File: config.mk
export PLATFORM = sky130hd
export DESIGN_NAME = wb_per16_bridge
export DESIGN_NICKNAME = d
export VERILOG_FILES = /design/src/rtl/wb_per16_bridge.sv
export SDC_FILE = /design/constraint.sdc
export NUM_CORES = 1
export LEC_CHECK = 0
export ABC_CLOCK_PERIOD_IN_PS = 2300
export CAP_MARGIN = 20
export CORE_MARGIN = 3
export CORE_UTILIZATION = 38
export CTS_CLUSTER_DIAMETER = 100
export DETAILED_ROUTE_END_ITERATION = 10
export PLACE_DENSITY = 0.8
export SYNTH_ARGS = -nofsm -noshare
export SYNTH_HDL_FRONTEND = slang
export SYNTH_SLANG_ARGS = --single-unit
export TNS_END_PERCENT = 30
File: constraint.sdc
create_clock -name wb_clk_i -period 2.3 [get_ports wb_clk_i]
set_input_delay 0.23 -clock wb_clk_i [delete_from_list [all_inputs] [get_ports wb_clk_i]]
set_output_delay 0.23 -clock wb_clk_i [all_outputs]
set_load 0.05 [all_outputs]
File: src/rtl/wb_per16_bridge.sv
// Wishbone classic slave to openMSP430 16-bit peripheral-bus bridge.
// Handles one transaction at a time. Every output comes straight from a flop.
module wb_per16_bridge #(
    parameter logic [31:0] BASE_ADDR = 32'h3000_0000,
    parameter logic [31:0] ADDR_MASK = 32'hFFFF_8000,
    parameter int unsigned RD_DLY    = 0
) (
    input  logic        wb_clk_i,
    input  logic        wb_rst_i,
    input  logic        wbs_cyc_i,
    input  logic        wbs_stb_i,
    input  logic        wbs_we_i,
    input  logic [3:0]  wbs_sel_i,
    input  logic [31:0] wbs_adr_i,
    input  logic [31:0] wbs_dat_i,
    output logic        wbs_ack_o,
    output logic [31:0] wbs_dat_o,
    output logic [13:0] per_addr_o,
    output logic [15:0] per_din_o,
    output logic [1:0]  per_we_o,
    output logic        per_en_o,
    input  logic [15:0] per_dout_i
);

    localparam int unsigned CNT_W = 2;

    typedef enum logic [1:0] {
        S_IDLE,
        S_ACCESS,
        S_WAIT,
        S_ACK
    } state_t;

    state_t             state;
    logic               is_wr;
    logic               guard;
    logic [CNT_W-1:0]   cnt;
    logic [15:0]        rd_q;
    logic               hit;

    // Upper byte selects and upper write-data half have no destination on a 16-bit bus.
    logic unused_ok;
    assign unused_ok = ^{wbs_sel_i[3:2], wbs_dat_i[31:16]};

    // Address decode for the 32 KB window.
    assign hit = wbs_cyc_i & wbs_stb_i &
                 ((wbs_adr_i & ADDR_MASK) == (BASE_ADDR & ADDR_MASK));

    // Read data is zero outside the ack cycle, so the upper half is a constant.
    assign wbs_dat_o = {16'h0000, rd_q};

    // Bridge FSM: IDLE -> ACCESS -> [WAIT] -> ACK -> IDLE.
    always_ff @(posedge wb_clk_i) begin
        if (wb_rst_i) begin
            state      <= S_IDLE;
            is_wr      <= 1'b0;
            guard      <= 1'b0;
            cnt        <= '0;
            rd_q       <= 16'h0000;
            wbs_ack_o  <= 1'b0;
            per_addr_o <= 14'h0000;
            per_din_o  <= 16'h0000;
            per_we_o   <= 2'b00;
            per_en_o   <= 1'b0;
        end else begin
            case (state)
                S_IDLE: begin
                    // The first IDLE cycle after an ack ignores a still-asserted strobe.
                    guard <= 1'b0;
                    if (hit && !guard) begin
                        per_addr_o <= wbs_adr_i[14:1];
                        per_din_o  <= wbs_dat_i[15:0];
                        per_we_o   <= wbs_we_i ? wbs_sel_i[1:0] : 2'b00;
                        // A write touching only the upper half is dropped but still acked.
                        per_en_o   <= !wbs_we_i || (wbs_sel_i[1:0] != 2'b00);
                        is_wr      <= wbs_we_i;
                        state      <= S_ACCESS;
                    end
                end

                S_ACCESS: begin
                    per_en_o <= 1'b0;
                    if (!wbs_cyc_i) begin
                        state <= S_IDLE;
                    end else if (is_wr) begin
                        wbs_ack_o <= 1'b1;
                        rd_q      <= 16'h0000;
                        state     <= S_ACK;
                    end else if (RD_DLY == 0) begin
                        wbs_ack_o <= 1'b1;
                        rd_q      <= per_dout_i;
                        state     <= S_ACK;
                    end else begin
                        cnt   <= CNT_W'(RD_DLY);
                        state <= S_WAIT;
                    end
                end

                S_WAIT: begin
                    if (!wbs_cyc_i) begin
                        state <= S_IDLE;
                    end else if (cnt == CNT_W'(1)) begin
                        wbs_ack_o <= 1'b1;
                        rd_q      <= per_dout_i;
                        state     <= S_ACK;
                    end else begin
                        cnt <= cnt - CNT_W'(1);
                    end
                end

                S_ACK: begin
                    wbs_ack_o <= 1'b0;
                    rd_q      <= 16'h0000;
                    guard     <= 1'b1;
                    state     <= S_IDLE;
                end

                default: begin
                    state <= S_IDLE;
                end
            endcase
        end
    end

endmodule

=== After elaboration in Yosys (flattened, before gate mapping) ===
Cells that the tools add are included.

* Bits in registers: 56
* Bits in latches: 0
* Memory bits (writable): 0
* ROM bits: 0
* Memories kept: 0

* $add $sub $neg: 1
* Multiply operators: 0
* Divide/modulo/power cells: 0
* Order comparisons: 0
* Eq/ne operators: 10
* Shift-type cells: 0
* Muxes and demuxes: 18
* Bitwise operators: 3
* Reductions and logical operators: 14

{| class="wikitable"
|+ Operator list
! kind !! count
|-
| $mux 16 || 4
|-
| $pmux 16 s3 || 1
|-
| $eq 17x15->1 const B || 1
|-
| $mux 2 || 5
|-
| $ne 2x2->1 const B || 4
|-
| $pmux 2 s4 || 1
|-
| $reduce_and 2->1 || 3
|-
| $reduce_bool 2->1 || 3
|-
| $eq 2x1->1 const B || 2
|-
| $eq 2x2->1 const B || 2
|-
| $mux 1 || 4
|-
| $pmux 1 s2 || 2
|-
| $reduce_and 4->1 || 1
|-
| $ne 3x3->1 const B || 1
|-
| $pmux 1 s3 || 1
|-
| $reduce_and 3->1 || 1
|-
| $reduce_bool 3->1 || 1
|-
| $and 1x1->1 || 2
|-
| $logic_not 1->1 || 2
|-
| $logic_not 2->1 || 1
|-
| $sub 2x1->2 const B || 1
|-
| $logic_and 1x1->1 || 1
|-
| $logic_or 1x1->1 || 1
|-
| $not 1->1 || 1
|}

=== Depth between registers and ports, before layout ===
* Depth after elaboration: 5
* Mapped depth: 8
* Gate-level depth less buffers: 6

=== Least setup slack after synthesis ===
OpenSTA, ideal clock, no wires.

* Path type: flip-flop to flip-flop
* Start point: register state[0]
* End point: register state[0]
* Arrival: 1.584 ns
* Required time: 2.177 ns
* Slack: 0.593 ns
* Cell stages (with the launch flop): 8
* Clock period less this slack: 1.707 ns
* Cell sequence: dfxtp_1 > inv_1 > ha_1 > and3b_1 > clkbuf_1 > nand3b_1 > o22ai_1 > mux2_1

* Longest elaborated chain between the ends: 3
* Elaborated cells between the ends (all ways): 8
* Classes of those cells: 5 x eq/ne; 1 x mux; 2 x reduce/logical

{| class="wikitable"
|+ Ends and longest elaborated chain
! item !! RTL line !! RTL
|-
| start, declared || 34 || <nowiki>state_t state;</nowiki>
|-
| start signal, assigned || 55 || <nowiki>state <= S_IDLE;</nowiki>
|-
| start signal, assigned || 77 || <nowiki>state <= S_ACCESS;</nowiki>
|-
| start signal, assigned || 84 || <nowiki>state <= S_IDLE;</nowiki>
|-
| $eq 2x2->1 or $logic_not 2->1 (tied branches) || 66 || <nowiki>case (state)</nowiki>
|-
| $ne 3x3->1 (no source line) or $ne 2x2->1 (tied branches) || -- ||
|-
| $reduce_and 2->1 (no source line) || -- ||
|}

Parallel ways exist; a longest one is shown, timed or not.
A chain may end at the register's enable or synchronous reset.

=== Final worst setup path ===
Same ends and word-level chain as after synthesis.

==> impl_metrics.env <==
export IMPL_arrival_ns=2.03
export IMPL_synth_commonest_cells="56 x dfxtp_1, 52 x a21oi_1, 48 x nand4_1, 33 x o31ai_1, 27 x clkbuf_1"
export IMPL_yosys_top_cells_area="dfxtp_1 42%, nand4_1 11%, a21oi_1 9.7%"
export IMPL_firstDrtPassIters=4
export IMPL_synth_most_common_cell="dfxtp_1"
export IMPL_path_class="flip-flop to flip-flop"
export IMPL_dieArea_um2=8120
export IMPL_die_w_um=90.1
export IMPL_critical_path_top_delay_family="simple AND/OR/NAND/NOR gates"
export IMPL_max_stage_delay_ns=0.40
export IMPL_r2r_slack_ns=0.48
export IMPL_seqCellArea_um2=1120
export IMPL_route_detailed_drc=0
export IMPL_crit_start="state[0]"
export IMPL_synth_warnings=0
export IMPL_avgSynthCellArea_um2=8.59
export IMPL_setup_viol=0
export IMPL_slowest_stage="dfxtp_1"
export IMPL_r2r_end="state[0]"
export IMPL_tightest_slew_ns=0.545
export IMPL_cp_max_fo=5
export IMPL_syn_area_um2=2690
export IMPL_cp_num_cells=6
export IMPL_hp_class="primary input to flip-flop"
export IMPL_async_flop_share_pct=0
export IMPL_status="completed"
export IMPL_cp_start_kind="flip-flop"
export IMPL_yosys_area_top_type="dfxtp_1"
export IMPL_rsz0062_at_grt="false"
export IMPL_dieHeight_um=90.1
export IMPL_worst_clock_skew_ns=0.0125
export IMPL_antenna_found_initial=0
export IMPL_wl_um=8150
export IMPL_r2r_cells=6
export IMPL_cts_tree="built"
export IMPL_vias=2821
export IMPL_path_clk_slew_ns=0.11
export IMPL_cp_end_kind="flip-flop"
export IMPL_antenna_left=0
export IMPL_hold_slack_ns=0.386
export IMPL_gp_congestion=0.758
export IMPL_dpl_hpwl_um=5790
export IMPL_grt_max_degree=36
export IMPL_core_um2=6830
export IMPL_htreeDepth=2
export IMPL_layout_area_overhead_vs_synth_pct=50.0
export IMPL_cap_violations=0
export IMPL_post_cts_buffers=0
export IMPL_via_per_inst=5.46
export IMPL_clk_latency_ns=0.31
export IMPL_floorplan_rows=30
export IMPL_netlist_area_leader_share_pct=41.7
export IMPL_finalWorstSetupSlack_ns=0.476
export IMPL_synth_ff_type="dfxtp_1"
export IMPL_wl_per_cell_um=15.8
export IMPL_fin_crit_ns=1.82
export IMPL_fmax_mhz=548
export IMPL_relSlewSlack_pct=63.5
export IMPL_layout_drive_gt1_share_pct=7.84
export IMPL_postCtsResizedCells=0
export IMPL_path_cells="inv_1 > ha_1 > and3b_1 > nand3b_1 > o22ai_1 > mux2_1"
export IMPL_diodes=0
export IMPL_period_share_pct=79.3
export IMPL_p_leak_nw=1.31
export IMPL_synth_cell_types=40
export IMPL_io_buffers=119
export IMPL_synth_edf_count=0
export IMPL_grt_pass1_wl_um=13300
export IMPL_start_util_pct=39.4
export IMPL_nNetsFinal=514
export IMPL_dp_slack_ns=0.345
export IMPL_synth_cells=313
export IMPL_ys_ff_latch=56
export IMPL_drt_iter0_markers=164
export IMPL_clock_root_buffer="clkbuf_8"
export IMPL_cp_data_required_time_ns=2.51
export IMPL_cts_buffer_depth=2
export IMPL_nFillCells=622
export IMPL_rr_startpoint="state[0]"
export IMPL_grt_pass1_vias=2676
export IMPL_cts_buffers=5
export IMPL_gr_usage_all_layers_pct=19.3
export IMPL_hold_viol=0
export IMPL_ir_drop_v=0.000243
export IMPL_ys_seq_area_share_pct=41.7
export IMPL_fin_tns_setup_ns=0
export IMPL_grt_overflow_total=0
export IMPL_cp_endpoint="state[0]"
export IMPL_slew_viol_final=0
export IMPL_multi_input_comb_area_um2=1350
export IMPL_clkSinkCount=56
export IMPL_powerDensity_nw_per_um2=456
export IMPL_crit_buf_inv=1
export IMPL_ios=155
export IMPL_hold_buffers=0
-- through the flow --
step	power, W	cells	utilization, %	instance area [um2]
after CTS	0.00185	516	58.9	4030
final	0.00184	517	59.0	4030
after detailed placement	0.00121	508	57.3	3910
after global placement	0.00121	508	57.3	3910
after floorplan	0.00109	328	-	2750
after global routing	0.00189	517	59.0	4030
-- cell families (layout without fill, tap and decap cells) --
group	Yosys count	in the layout	share of synthesized area, %
adder cells (fa/ha/maj)	5	5	2.33
flip-flops	56	56	41.7
other	1	16	0.139
XOR/XNOR	1	1	0.326
buffers and inverters	55	148	10.2
AND/OR/NAND/NOR	84	84	20.6
AO/OA/AOI/OAI	109	109	23.9
multiplexers	2	2	0.791
-- worst min path at each step --
stage,cells past startpoint,to,start
4_1_cts,2,guard,wb_rst_i
3_3_place_gp,2,per_we_o[0],per_we_o[0]
3_5_place_dp,2,per_addr_o[2],per_addr_o[2]
5_1_grt,2,guard,wb_rst_i
6_report,2,guard,wb_rst_i
2_1_floorplan,2,is_wr,wbs_we_i
-- worst register-to-register path: cells and delay by family, from the launching register on --
kind | cells | cell delay [ns]
adders and majority gates | 1 | 0.24
muxes | 1 | 0.34
and+or+nand+nor | 2 | 0.44
DFF | 1 | 0.40
buffers and inverters | 1 | 0.10
AOI/OAI and AO/OA | 1 | 0.21
-- layout by cell type (no fill, tap or decap), types with 2 or more instances in the layout --
cell / count
buf_4: 17
a21oi_1: 52
nand3_1: 2
conb_1: 16
nand2_1: 5
nand4_1: 48
nor2_1: 11
ha_1: 4
o21ai_0: 7
dfxtp_1: 56
o31ai_1: 33
o21ai_1: 11
or4_1: 2
nor4_4: 3
nor2b_1: 2
inv_1: 3
clkdlybuf4s50_1: 118
clkbuf_8: 5
-- where the power goes --
group          total (W)  internal, W  switching, W
Clock           0.000655     0.000330      0.000325
Combinational   0.000216     0.000111      0.000105
Sequential      0.000969     0.000969  0.0000000206
-- per-layer routing --
metal	vias to the layer above	share of wire (%)	wire length, um	global-route usage, %
met4	0	1.5	123	5.23
met5	-	0	0	0
met1	1345	44	3560	25.2
li1	1366	-	-	-
met2	97	48	3900	31.5
met3	13	6.9	565	4.94
-- sequential cells by signal, indices dropped and copies added (netlist names) --
signal	flops
per_din_o	16
per_en_o	1
per_we_o	2
rd_q	16
per_addr_o	14
guard	1
state	2
wbs_ack_o	1
cnt	2
is_wr	1
-- area by class of cell --
type                            instances  area share (%)
Clock inverter                          2           0.962
Timing Repair Buffer                  136            32.6
Clock buffer                            6            1.80
Multi-Input combinational cell        217            33.5
Sequential cell                        56            27.8
Inverter                                4           0.372
Tap cell                               96            2.98
Note: power is estimated with default switching activity, not from simulation.
